===== src/rtl/flow_ctrl_pkg.sv =====
// Shared definitions for the FIFO-bank flow-control FSM:
// state encodings and default parameter values.
package flow_ctrl_pkg;

    localparam int unsigned STATE_W = 3;

    typedef enum logic [STATE_W-1:0] {
        ST_INIT   = 3'd0,
        ST_IDLE   = 3'd1,
        ST_ACTIVE = 3'd2,
        ST_PAUSE  = 3'd3,
        ST_ERROR  = 3'd4
    } state_t;

    localparam int unsigned DEF_NUM_FIFO    = 5;
    localparam int unsigned DEF_NUM_IN      = 4;
    localparam int unsigned DEF_MIN_PAUSE   = 2;
    localparam bit          DEF_PER_CHANNEL = 1'b0;
    localparam int unsigned DEF_CNT_W       = 8;

endpackage


===== src/rtl/sat_counter.sv =====
// Saturating up-counter with synchronous active-low reset and a synchronous clear.
module sat_counter #(
    parameter int unsigned      WIDTH = 8,
    parameter logic [WIDTH-1:0] MAX   = '1
) (
    input  logic             clk,
    input  logic             reset,
    input  logic             clr,
    input  logic             inc,
    output logic [WIDTH-1:0] q
);

    always_ff @(posedge clk) begin
        if (!reset) begin
            q <= '0;
        end else if (clr) begin
            q <= '0;
        end else if (inc && (q != MAX)) begin
            q <= q + 1'b1;
        end
    end

endmodule


===== src/rtl/flow_ctrl_fsm.sv =====
// Flow-control FSM beside the switch FIFO bank: pauses upstream sources on
// almost-full, latches overflow sources, and counts pause events.
module flow_ctrl_fsm
    import flow_ctrl_pkg::*;
#(
    parameter int unsigned NUM_FIFO    = DEF_NUM_FIFO,
    parameter int unsigned NUM_IN      = DEF_NUM_IN,
    parameter int unsigned MIN_PAUSE   = DEF_MIN_PAUSE,
    parameter bit          PER_CHANNEL = DEF_PER_CHANNEL,
    parameter int unsigned CNT_W       = DEF_CNT_W
) (
    input  logic                clk,
    input  logic                reset,
    input  logic                iniciar,
    input  logic                clear_error,
    input  logic [NUM_FIFO-1:0] almost_full,
    input  logic [NUM_FIFO-1:0] full,
    input  logic [NUM_FIFO-1:0] almost_empty,
    input  logic [NUM_FIFO-1:0] empty,
    output logic [NUM_IN-1:0]   continuar,
    output logic [NUM_IN-1:0]   pausa,
    output logic                error_full,
    output logic [NUM_FIFO-1:0] error_src,
    output logic                idle,
    output logic [STATE_W-1:0]  estado,
    output logic [CNT_W-1:0]    pause_cnt
);

    localparam int unsigned       HOLD_W   = (MIN_PAUSE > 1) ? $clog2(MIN_PAUSE) : 1;
    localparam logic [HOLD_W-1:0] HOLD_MAX = HOLD_W'(MIN_PAUSE - 1);

    state_t              state, next_state;
    logic                any_f, any_af, all_e, ds_af;
    logic [HOLD_W-1:0]   hold_q;
    logic                hold_clr, hold_inc, pause_inc;
    logic [NUM_IN-1:0]   cont_d, pausa_d;
    logic                err_d, idle_d;
    logic [NUM_FIFO-1:0] src_d;
    logic                unused_flags;

    assign any_f        = |full;
    assign any_af       = |almost_full;
    assign all_e        = &empty;
    assign unused_flags = ^almost_empty;

    // Downstream almost-full; stays 0 when every FIFO is an upstream one.
    always_comb begin
        ds_af = 1'b0;
        for (int unsigned i = NUM_IN; i < NUM_FIFO; i++) begin
            ds_af = ds_af | almost_full[i];
        end
    end

    always_comb begin
        next_state = state;
        case (state)
            ST_INIT:   if (iniciar) next_state = ST_IDLE;
            ST_IDLE: begin
                if (any_f)       next_state = ST_ERROR;
                else if (!all_e) next_state = ST_ACTIVE;
            end
            ST_ACTIVE: begin
                if (any_f)       next_state = ST_ERROR;
                else if (any_af) next_state = ST_PAUSE;
                else if (all_e)  next_state = ST_IDLE;
            end
            ST_PAUSE: begin
                if (any_f)                              next_state = ST_ERROR;
                else if ((hold_q == HOLD_MAX) && !any_af) next_state = ST_ACTIVE;
            end
            ST_ERROR:  if (clear_error) next_state = ST_INIT;
            default:   next_state = ST_INIT;
        endcase
    end

    assign hold_clr  = (next_state == ST_PAUSE) && (state != ST_PAUSE);
    assign hold_inc  = (next_state == ST_PAUSE) && (state == ST_PAUSE);
    assign pause_inc = (next_state == ST_PAUSE) && (state == ST_ACTIVE);

    sat_counter #(
        .WIDTH (HOLD_W),
        .MAX   (HOLD_MAX)
    ) u_hold_cnt (
        .clk   (clk),
        .reset (reset),
        .clr   (hold_clr),
        .inc   (hold_inc),
        .q     (hold_q)
    );

    sat_counter #(
        .WIDTH (CNT_W)
    ) u_pause_cnt (
        .clk   (clk),
        .reset (reset),
        .clr   (1'b0),
        .inc   (pause_inc),
        .q     (pause_cnt)
    );

    // Outputs are decoded from next_state so they line up with the state register.
    always_comb begin
        cont_d  = '0;
        pausa_d = '0;
        err_d   = 1'b0;
        idle_d  = 1'b0;
        src_d   = '0;
        case (next_state)
            ST_IDLE: begin
                idle_d = 1'b1;
                cont_d = '1;
            end
            ST_ACTIVE: cont_d = '1;
            ST_PAUSE: begin
                if (PER_CHANNEL) begin
                    pausa_d = almost_full[NUM_IN-1:0] | {NUM_IN{ds_af}};
                    cont_d  = ~pausa_d;
                end else begin
                    pausa_d = '1;
                end
            end
            ST_ERROR: begin
                err_d   = 1'b1;
                pausa_d = '1;
                src_d   = (state == ST_ERROR) ? error_src : full;
            end
            default: ;
        endcase
    end

    always_ff @(posedge clk) begin
        if (!reset) begin
            state      <= ST_INIT;
            continuar  <= '0;
            pausa      <= '0;
            error_full <= 1'b0;
            error_src  <= '0;
            idle       <= 1'b0;
        end else begin
            state      <= next_state;
            continuar  <= cont_d;
            pausa      <= pausa_d;
            error_full <= err_d;
            error_src  <= src_d;
            idle       <= idle_d;
        end
    end

    assign estado = state;

endmodule


===== config.mk =====
export PLATFORM = sky130hd
export DESIGN_NAME = flow_ctrl_fsm
export DESIGN_NICKNAME = d
export VERILOG_FILES = /design/src/rtl/flow_ctrl_pkg.sv /design/src/rtl/sat_counter.sv /design/src/rtl/flow_ctrl_fsm.sv
export SDC_FILE = /design/constraint.sdc
export NUM_CORES = 1
export LEC_CHECK = 0
export ABC_AREA = 1
export ABC_CLOCK_PERIOD_IN_PS = 2100
export BUFFER_PORTS_ARGS = -buffer_cell sky130_fd_sc_hd__buf_2
export CORE_MARGIN = 2
export CORE_UTILIZATION = 50
export DETAILED_ROUTE_END_ITERATION = 12
export HOLD_SLACK_MARGIN = 0.15
export PLACE_DENSITY = 0.83
export SYNTH_ARGS = -nofsm -noshare
export SYNTH_HDL_FRONTEND = slang
export SYNTH_SLANG_ARGS = --single-unit
export TNS_END_PERCENT = 30

===== constraint.sdc =====
create_clock -name clk -period 2.1 [get_ports clk]
set_input_delay 0.105 -clock clk [delete_from_list [all_inputs] [get_ports clk]]
set_output_delay 0.105 -clock clk [all_outputs]
set_load 0.005 [all_outputs]

==> run_results.csv, run 1 <==
group,metric,value,unit
status,status,"completed",
yosys,yosys_warnings,0,
sta,maxSlewHeadroom,73.7,%
sta,setup_tns,0,ns
finish,final_cell_mix,"buf_2, nand2_1, dfxtp_1",
pwr,ir_drop,0.000401,V
route,top_layer,"met4",
clocking,cts_buffer_depth,2,
global_route,grtUsageTotal,21.0,%
finish,nFillCells,199,
critical_path,startpoint_type,"primary input",
yosys,yosysTopAreaCell,"dfxtp_1",
route,wl_per_cell,11.8,µm
sta,setup_viol,0,
critical_path,reg2reg_from,"u_pause_cnt.q[0]$_SDFFE_PN0P_",
placement,io_buffers,44,
route,dr_wl_met2,1440,µm
yosys,avgSynthCellArea,7.42,µm²
sta,worst_slew_pin_slew,0.395,ns
route,drc,0,
floorplanning,die_x,51.5,µm
worst_hold_path,hold_start,"clear_error",
sta,layout_min_cycle_time,1.84,ns
clocking,numCtsBuffers,3,
floorplanning,ios,50,
pwr,clockPowerShare,26.5,%
route,vias_per_cell,5.19,
critical_path,critPathKind,"primary input to flip-flop",
global_route,grt_antenna_before_repair,0,
global_route,grt_max_degree,14,
job,drv_cap,0,
sta,rsz0062_at_grt,"false",
sta,fin_skew,0.00510,ns
route,route.vias.total,1173,
critical_path,worst-endpoint-arrival,2.01,ns
critical_path,ff2ff_path_depth,7,
route,wl_met3,155,µm
sta,final-max-slew-violation-count,0,
critical_path,worstReg2RegEnd,"u_pause_cnt.q[4]$_SDFFE_PN0P_",
floorplanning,fp.coreArea,2170,µm²
yosys,synthCells,152,
pwr,pwr_density_cell,498,nW/µm²
critical_path,end_kind,"flip-flop",
finish,final_util,65.2,%
yosys,synth-seq-cells,21,
pwr,p_sw,0.178,mW
clocking,cts_sinks,21,
critical_path,crit_path_max_fanout,6,
clocking,post_cts_buffers,0,
yosys,syn_area,1130,µm²
floorplanning,die_area,2650,µm²
placement,hpwl,1990,µm
worst_hold_path,holdCritPathClass,"primary input to flip-flop",
yosys,ys_seq_area_share,37.3,%
yosys,yosysTopAreaCellShare,37.3,%
critical_path,critPathLaunch,"full[0]",
pwr,seqPwrFrac,59.6,%
finish,diodes,0,
yosys,synth_area_leaders,"dfxtp_1, nand3_1, nand2_1",
finish,area_growth,25.4,%
worst_hold_path,hold_depth,4,
floorplanning,chipHeight,51.5,µm
pwr,p_leak,0.700,nW
sta,period_share,87.4,%
pwr,swShare,25.3,%
critical_path,cp.required,2.27,ns
sta,fmaxAchievable,545,MHz
route,drt_iter0_markers,19,
clocking,path_clk_slew,0.11,ns
clocking,h-tree-depth,1,
clocking,cts_resized,0,
finish,final_common_cell,"buf_2",
pwr,p_int,0.525,mW
clocking,root_buffer,"clkbuf_4",
pwr,pwr-share-comb,13.9,%
route,first_pass_iters,4,
floorplanning,start_util,52.0,%
finish,nets,224,
sta,hold_violations,0,
placement,gp_congestion,0.860,
finish,drive_gt1_share,30.3,%
clocking,clock_latency,0.29,ns
global_route,grt_pass1_vias,1068,
critical_path,ff2ff_setup_slack,0.30,ns
floorplanning,fp-row-count,17,
yosys,synth_cell_types,24,
clocking,cts_tree,"done",
route,wl_met1,1050,µm
global_route,grt_first_pass_wirelength,4310,µm
worst_hold_path,min_to,"estado[2]$_SDFF_PN0_",
route,wirelength,2670,µm
route,ant_nets,0,
yosys,syn_nets,177,
global_route,grt.overflow.total,0,
sequential cells by signal, indices dropped and copies added (netlist names):
register,cells
pausa,1
error_src,5
idle,1
u_pause_cnt.q,8
u_hold_cnt.q,1
error_full,1
estado,3
continuar,1
per-stage QoR:
step | power (mW) | hold WS, ns | instance area (µm²) | std cells | setup slack (ns)
6_report | 0.704 | 0.203 | 1410 | 226 | 0.265
5_1_grt | 0.740 | 0.226 | 1410 | 226 | 0.162
4_1_cts | 0.709 | 0.192 | 1410 | 226 | 0.298
3_5_place_dp | 0.517 | 0.383 | 1330 | 216 | 0.378
3_3_place_gp | 0.512 | 0.369 | 1330 | 216 | 0.453
2_1_floorplan | 0.483 | 0.241 | 1130 | 152 | 0.639
power groups by stage:
stage	registers [mW]	logic [mW]	clock network [mW]
6_report	0.420	0.0977	0.186
3_3_place_gp	0.427	0.0847	0
5_1_grt	0.421	0.109	0.211
3_5_place_dp	0.428	0.0886	0
4_1_cts	0.419	0.0971	0.192
2_1_floorplan	0.427	0.0568	0
timing repair:
action,4_1_cts,5_1_grt
hold endpoints to repair,8,0
hold buffers,6,0
endpoints found under the setup margin,0,0
worst max-delay path, cell delays in order:
cell and delay [ns]:
dlygate4sd3_1 0.54, buf_2 0.14, or2_1 0.24, nor2_4 0.14, inv_1 0.08, nor2_2 0.11, nand2_2 0.06, nand2_4 0.09
nand4_1 0.27, nand2_1 0.16, a21oi_1 0.07
kinds of logic (layout without fill, tap and decap cells):
kind of cell / Yosys count / in the layout / synth area share [%]
flip-flops: 21 / 21 / 37.3
buffers and inverters: 22 / 68 / 9.66
adder cells (fa/ha/maj): 1 / 1 / 1.11
XOR/XNOR: 5 / 5 / 3.88
AND/OR/NAND/NOR: 81 / 81 / 37.8
AO/OA/AOI/OAI: 22 / 22 / 10.2
layout make-up:
cell class	count	area, µm²	share of cell area (%)
timing repair buffer	50	280	19.8
clock buffer	3	22.5	1.59
tap	28	35.0	2.48
sequential	21	420	29.7
clock inverter	1	5.00	0.354
multi-input combinational	109	598	42.3
inverter	14	52.6	3.72
metal layers:
layer  up-vias  track usage, %
li1        588               -
met1       531            22.5
met2        50            41.5
met3         4            2.05
met4         0            7.46
met5         -               0
worst max-delay path by stage:
stage                                         end  slack [ns]  depth (start not counted)
global placement    u_pause_cnt.q[4]$_SDFFE_PN0P_        0.45                          7
detailed placement  u_pause_cnt.q[5]$_SDFFE_PN0P_        0.38                          7
CTS                 u_pause_cnt.q[4]$_SDFFE_PN0P_        0.30                         11
floorplan           u_pause_cnt.q[2]$_SDFFE_PN0P_        0.64                          7
finish              u_pause_cnt.q[4]$_SDFFE_PN0P_        0.26                         11
global route        u_pause_cnt.q[5]$_SDFFE_PN0P_        0.16                          7
synthesized netlist by cell type, drive strengths merged:
master and count:
nand3 20, inv 14, buf 7, nand4 5
nor2 24, xnor2 1, dfxtp 21, or2 1
ha 1, clkbuf 1, o21ai 3, a21oi 17
nor3b 1, nor3 3, xor2 4, o21bai 2
nand2 27
No activity file was read; power rests on OpenSTA's default activity.
==> run 2: changes to the inputs <==
--- a/config.mk
+++ b/config.mk
@@ -5,14 +5,13 @@
 export SDC_FILE = /design/constraint.sdc
 export NUM_CORES = 1
 export LEC_CHECK = 0
-export ABC_AREA = 1
 export ABC_CLOCK_PERIOD_IN_PS = 2100
 export BUFFER_PORTS_ARGS = -buffer_cell sky130_fd_sc_hd__buf_2
 export CORE_MARGIN = 2
-export CORE_UTILIZATION = 50
+export CORE_UTILIZATION = 49
 export DETAILED_ROUTE_END_ITERATION = 12
 export HOLD_SLACK_MARGIN = 0.15
-export PLACE_DENSITY = 0.83
+export PLACE_DENSITY = 0.82
 export SYNTH_ARGS = -nofsm -noshare
 export SYNTH_HDL_FRONTEND = slang
 export SYNTH_SLANG_ARGS = --single-unit
==> run 2 against run 1 <==
Against the previous run:
- count of clock-buffer cells in the layout unchanged
- die area about the same
- first-iteration DRC count down 68%
- final area up 1.3%
- utilization up 0.87 points
- combinational power up 7%
- wire length down 7.7%
- register-to-register slack better by 0.11 ns
- sequential power about the same
- critical path depth down 3
- total power up 1.2%
- largest power group unchanged
==> run_results.csv, run 2 <==
group,metric,value,unit
finish,area_growth,29.5,%
floorplanning,fp-row-count,17,
global_route,grtUsageTotal,21.0,%
yosys,syn_nets,151,
pwr,pwr_density_cell,497,nW/µm²
sta,setup_tns,0,ns
worst_hold_path,holdCritPathClass,"primary input to flip-flop",
floorplanning,fp.coreArea,2170,µm²
finish,largest_reg_flops,8,
critical_path,critPathKind,"primary input to flip-flop",
clocking,cts_tree,"done",
pwr,ir_drop,0.000441,V
yosys,yosys_warnings,0,
yosys,synthArstFlopShare,0,%
critical_path,worstReg2RegEnd,"u_pause_cnt.q[3]$_SDFFE_PN0P_",
floorplanning,chipHeight,51.5,µm
finish,nets,200,
clocking,cts_sinks,21,
yosys,synth-seq-cells,21,
critical_path,cp.required,2.33,ns
critical_path,worst-endpoint-arrival,2.23,ns
clocking,path_clk_slew,0.11,ns
finish,final_util,66.0,%
sta,maxSlewHeadroom,70.9,%
global_route,grt_max_degree,13,
critical_path,startpoint_type,"primary input",
critical_path,crit_path_max_fanout,6,
yosys,synth_flop_cell,"dfxtp_1",
sta,period_share,95.6,%
floorplanning,ios,50,
placement,io_buffers,44,
pwr,p_leak,0.675,nW
pwr,p_sw,0.180,mW
global_route,grt_antenna_before_repair,0,
yosys,avgSynthCellArea,8.78,µm²
worst_hold_path,min_to,"pausa[2]$_SDFF_PN0_",
sta,fmaxAchievable,498,MHz
clocking,h-tree-depth,1,
sta,worst_slew_pin_slew,0.436,ns
sta,rsz0062_at_grt,"false",
job,drv_cap,0,
route,drc,0,
critical_path,ff2ff_path_depth,6,
clocking,numCtsBuffers,3,
route,route.vias.total,1077,
sta,holdWs,0.236,ns
route,wirelength,2470,µm
yosys,synthMostInstantiatedCell,"dfxtp_1",
sta,setup_viol,0,
placement,gp_congestion,0.875,
yosys,yosysTopAreaCellShare,38.0,%
pwr,clockPowerShare,26.8,%
yosys,synth_area_leaders,"dfxtp_1, mux2i_1, nor2_1",
route,ant_nets,0,
pwr,p_int,0.532,mW
clocking,root_buffer,"clkbuf_4",
placement,hpwl,1880,µm
global_route,grt_first_pass_wirelength,4240,µm
clocking,cts_buffer_depth,2,
critical_path,end_kind,"flip-flop",
yosys,yosys-top-cells-count,"dfxtp_1, nor2_1, nand2_1",
yosys,synth_edf_count,0,
critical_path,reg2reg_from,"u_pause_cnt.q[3]$_SDFFE_PN0P_",
sta,setup_ws,0.0922,ns
clocking,clock_latency,0.30,ns
worst_hold_path,hold_start,"clear_error",
sta,final-max-slew-violation-count,0,
worst_hold_path,hold_depth,4,
finish,regMostFlops,"u_pause_cnt.q",
finish,final_common_cell,"buf_2",
yosys,syn_area,1110,µm²
floorplanning,die_x,51.5,µm
sta,hold_violations,0,
placement,placed_cell_area,1310,µm²
status,status,"completed",
route,vias_per_cell,5.33,
sta,fin_skew,0.000980,ns
finish,final_cell_mix,"buf_2, dfxtp_1, nor2_1",
pwr,pwr-share-comb,14.7,%
global_route,grt_pass1_vias,1019,
finish,diodes,0,
route,first_pass_iters,4,
floorplanning,die_area,2650,µm²
pwr,swShare,25.3,%
floorplanning,start_util,51.0,%
yosys,synthCells,126,
placement,dp_slack,0.181,ns
route,drt_iter0_markers,6,
pwr,seqPwrFrac,58.5,%
critical_path,ff2ff_setup_slack,0.41,ns
yosys,ys_seq_area_share,38.0,%
finish,drive_gt1_share,35.1,%
global_route,grt.overflow.total,0,
yosys,synth_cell_types,42,
finish,design_area,1430,µm²
yosys,yosysTopAreaCell,"dfxtp_1",
route,wl_per_cell,12.2,µm
sta,layout_min_cycle_time,2.01,ns
[run 2: metal layers]
layer  vias to the layer above  GRT usage [%]  routed length [µm]
li1                        539              -                   -
met4                         0           7.89                  28
met1                       507           22.7                 978
met5                         -              0                   0
met3                         3           2.87                 128
met2                        28           40.6                1330
[run 2: worst max path at each step]
stage | startpoint | to | slack, ns | cells past startpoint
2_1_floorplan | full[4] | u_pause_cnt.q[7]$_SDFFE_PN0P_ | 0.41 | 6
3_3_place_gp | full[4] | u_pause_cnt.q[7]$_SDFFE_PN0P_ | 0.22 | 7
3_5_place_dp | full[4] | u_pause_cnt.q[6]$_SDFFE_PN0P_ | 0.18 | 7
4_1_cts | full[2] | u_pause_cnt.q[6]$_SDFFE_PN0P_ | 0.05 | 8
5_1_grt | full[2] | u_pause_cnt.q[2]$_SDFFE_PN0P_ | 0.002 | 8
6_report | full[2] | u_pause_cnt.q[6]$_SDFFE_PN0P_ | 0.09 | 8
[run 2: power by group through the flow]
stage	Combinational [mW]	Clock, mW	Sequential [mW]
after floorplan	0.0542	0	0.427
after global placement	0.0889	0	0.426
after detailed placement	0.0921	0	0.426
after CTS	0.101	0.202	0.417
after global routing	0.116	0.214	0.419
final	0.105	0.191	0.417
[run 2: what timing repair did]
item | 4_1_cts | 5_1_grt
hold buffers | 6 | 0
buffers inserted | 0 | 1
endpoints found under the hold margin | 9 | 0
resized for setup | 0 | 4
endpoints found under the setup margin | 0 | 4
[run 2: critical path, cell delays in order]
cell and delay [ns]:
dlygate4sd3_1 0.53, buf_2 0.14, or4_4 0.45, nor4_4 0.31, o21ai_4 0.12, a21oi_4 0.23, a31oi_1 0.12, a211oi_2 0.22
[run 2: logic make-up (layout without fill, tap and decap cells)]
| group | after synthesis | in the layout | share of synthesized area [%] |
|---|---|---|---|
| mux | 8 | 8 | 7.24 |
| simple gates | 63 | 63 | 30.4 |
| flops | 21 | 21 | 38.0 |
| buf+inv | 11 | 59 | 5.77 |
| xor+xnor | 1 | 1 | 0.792 |
| compound gates | 21 | 21 | 16.6 |
| fa+ha+maj | 1 | 1 | 1.13 |
[run 2: through the flow]
stage	instances	power, mW
2_1_floorplan	126	0.481
3_3_place_gp	191	0.515
3_5_place_dp	191	0.518
4_1_cts	201	0.720
5_1_grt	202	0.749
6_report	202	0.713
[run 2: area by class of cell]
type / count / area [µm²]
clock buffers: 3 / 22.5
clock inverters: 1 / 5.00
fillers: 192 / 737
inverters: 4 / 15.0
multi-input cells: 94 / 647
flip-flops and latches: 21 / 420
well taps: 28 / 35.0
repair buffers: 51 / 288
==> run 3: changes to the inputs <==
--- a/config.mk
+++ b/config.mk
@@ -7,12 +7,16 @@
 export LEC_CHECK = 0
 export ABC_CLOCK_PERIOD_IN_PS = 2100
 export BUFFER_PORTS_ARGS = -buffer_cell sky130_fd_sc_hd__buf_2
-export CORE_MARGIN = 2
-export CORE_UTILIZATION = 49
+export CELL_PAD_IN_SITES_DETAIL_PLACEMENT = 1
+export CELL_PAD_IN_SITES_GLOBAL_PLACEMENT = 1
+export CORE_ASPECT_RATIO = 2
+export CORE_MARGIN = 5
+export CORE_UTILIZATION = 35
 export DETAILED_ROUTE_END_ITERATION = 12
 export HOLD_SLACK_MARGIN = 0.15
 export PLACE_DENSITY = 0.82
 export SYNTH_ARGS = -nofsm -noshare
 export SYNTH_HDL_FRONTEND = slang
+export SYNTH_HIERARCHICAL = 1
 export SYNTH_SLANG_ARGS = --single-unit
 export TNS_END_PERCENT = 30
==> run 3 against run 2 <==
Against the previous run:
- synthesized cell count shrank 4.0%
- global-route usage shrank 5.5 points
- sequential share of layout area shrank 1.1 points
- via count up 1.0%
- clock skew is 0.0014 ns higher
- cell count up 2.0%
- final area rose by 4.2%
- area after synthesis shrank 1.2%
- fmax fell by 2.7%
- register-to-register slack worse by 0.37 ns
- highest routed layer unchanged
==> run_results.csv, run 3 <==
group,metric,value,unit
floorplanning,fp.coreArea,2980,µm²
status,status,"completed",
finish,drive_gt1_share,41.5,%
floorplanning,start_util,36.7,%
critical_path,crit_path_max_fanout,6,
pwr,pwr_density_cell,540,nW/µm²
clocking,cts_buffer_depth,2,
yosys,synth-seq-cells,21,
sta,holdWs,0.439,ns
critical_path,worstReg2RegEnd,"u_pause_cnt/q[6]$_SDFFE_PP0P_",
clocking,root_buffer,"clkbuf_8",
route,drt_iter0_markers,13,
finish,area_growth,36.7,%
finish,final_cell_mix,"buf_2, dfxtp_1, nor2_1",
finish,diodes,0,
finish,final_util,50.1,%
critical_path,startpoint_type,"flip-flop",
placement,placed_cell_area,1350,µm²
clocking,clock_latency,0.26,ns
global_route,grt.overflow.total,0,
sta,period_share,98.3,%
floorplanning,die_x,49.5,µm
pwr,p_leak,0.684,nW
critical_path,ff2ff_path_depth,8,
yosys,avgSynthCellArea,9.03,µm²
clocking,path_clk_slew,0.07,ns
finish,nFillCells,377,
critical_path,cp.required,2.25,ns
yosys,synth_area_leaders,"dfxtp_1, mux2i_1, buf_4",
sta,final-max-slew-violation-count,0,
clocking,cts_tree,"done",
global_route,grt_max_degree,12,
placement,io_buffers,44,
critical_path,critPathKind,"flip-flop to flip-flop",
global_route,grtUsageTotal,15.5,%
route,wl_per_cell,15.9,µm
sta,fmaxAchievable,485,MHz
yosys,synth_edf_count,0,
yosys,syn_area,1090,µm²
worst_hold_path,hold_start,"clear_error",
route,first_pass_iters,4,
job,drv_cap,0,
critical_path,worst-endpoint-arrival,2.21,ns
floorplanning,chipHeight,89.0,µm
finish,final_common_cell,"buf_2",
floorplanning,ios,50,
yosys,synth_cell_types,38,
pwr,fin_total_pwr,0.806,mW
pwr,ir_drop,0.000467,V
global_route,grt_pass1_vias,1205,
sta,layout_min_cycle_time,2.06,ns
sta,fin_skew,0.00240,ns
route,drc,0,
worst_hold_path,holdCritPathClass,"primary input to flip-flop",
route,route.vias.total,1088,
yosys,yosysTopAreaCell,"dfxtp_1",
yosys,ys_seq_area_share,38.5,%
critical_path,reg2reg_from,"estado[0]$_SDFF_PN0_",
route,ant_nets,0,
finish,design_area,1490,µm²
sta,hold_violations,0,
critical_path,ff2ff_setup_slack,0.04,ns
global_route,grt_first_pass_wirelength,5410,µm
critical_path,end_kind,"flip-flop",
yosys,yosysTopAreaCellShare,38.5,%
yosys,yosys_warnings,6,
yosys,synth_flop_cell,"dfxtp_1",
yosys,synthCells,121,
placement,gp_congestion,0.854,
floorplanning,die_area,4410,µm²
floorplanning,fp-row-count,28,
clocking,cts_sinks,21,
global_route,grt_antenna_before_repair,0,
route,wirelength,3270,µm
sta,maxSlewHeadroom,65.3,%
clocking,numCtsBuffers,3,
yosys,synthArstFlopShare,0,%
route,vias_per_cell,5.28,
worst_hold_path,min_to,"idle$_SDFF_PN0_",
yosys,yosys-top-cells-count,"dfxtp_1, nor2_1, nand2_1",
yosys,synthMostInstantiatedCell,"dfxtp_1",
worst_hold_path,hold_depth,5,
sta,setup_viol,0,
sta,rsz0062_at_grt,"true",
clocking,h-tree-depth,1,
finish,nets,202,
placement,hpwl,2610,µm
sta,worst_slew_pin_slew,0.520,ns
sta,setup_tns,0,ns
finish,regMostFlops,"u_pause_cnt/q",
finish,largest_reg_flops,8,
run 3: worst max path at each step:
stage | startpoint | cells after the start | endpoint
floorplan | full[4] | 8 | u_pause_cnt/q[6]$_SDFFE_PP0P_
global placement | full[4] | 9 | u_pause_cnt/q[6]$_SDFFE_PP0P_
detailed placement | full[4] | 9 | u_pause_cnt/q[6]$_SDFFE_PP0P_
finish | estado[0]$_SDFF_PN0_ | 8 | u_pause_cnt/q[6]$_SDFFE_PP0P_
global route | estado[0]$_SDFF_PN0_ | 8 | u_pause_cnt/q[5]$_SDFFE_PP0P_
CTS | estado[0]$_SDFF_PN0_ | 8 | u_pause_cnt/q[5]$_SDFFE_PP0P_
run 3: area by class of cell:
type,instances,area [µm²],area share [%]
Tap cell,30,37.5,2.51
Sequential cell,21,422,28.2
Inverter,4,15.0,1.01
Multi-Input combinational cell,89,633,42.4
Clock buffer,4,45.0,3.02
Timing Repair Buffer,58,340,22.8
run 3: kinds of logic after synthesis:
| logic type | count (synthesis) | share of synthesized area [%] |
|---|---|---|
| and+or+nand+nor | 57 | 31.3 |
| AOI/OAI and AO/OA | 21 | 15.2 |
| DFF | 21 | 38.5 |
| buffers and inverters | 12 | 6.19 |
| muxes | 8 | 7.33 |
| adders and majority gates | 1 | 1.15 |
| other | 1 | 0.343 |
run 3: worst max-delay path, cell delays in order (launching register included):
cell      delay, ns
dfxtp_2        0.34
nand2b_1       0.06
or4_4          0.55
a211oi_4       0.24
a21oi_2        0.08
nor2b_4        0.17
and4_4         0.27
and4_1         0.19
nor3_1         0.05
run 3: layer usage:
metal | GRT usage, % | share of wire, % | vias up
met4 | 5.73 | 1.5 | 0
met3 | 3.84 | 5.5 | 5
met5 | 0 | 0 | -
met2 | 32.1 | 59 | 35
li1 | - | - | 535
met1 | 13.6 | 34 | 513
run 3: repair_timing:
item,CTS,global route
hold buffers,6,0
setup endpoints to repair,4,6
endpoints found under the hold margin,6,0
gates cloned,0,0
resized for setup,2,4
setup buffers,0,2
run 3: where the power goes:
group	total, mW	internal (mW)	switching, mW
combinational	0.126	0.0643	0.0621
clock	0.262	0.135	0.127
sequential	0.417	0.411	0.00651
total	0.806	0.610	0.196
run 3: through the flow:
step | setup WS, ns | cells
CTS | 0.00315 | 204
floorplan | -0.0646 | 122
detailed placement | -0.308 | 194
global placement | -0.214 | 194
finish | 0.0365 | 206
global route | -0.0864 | 206
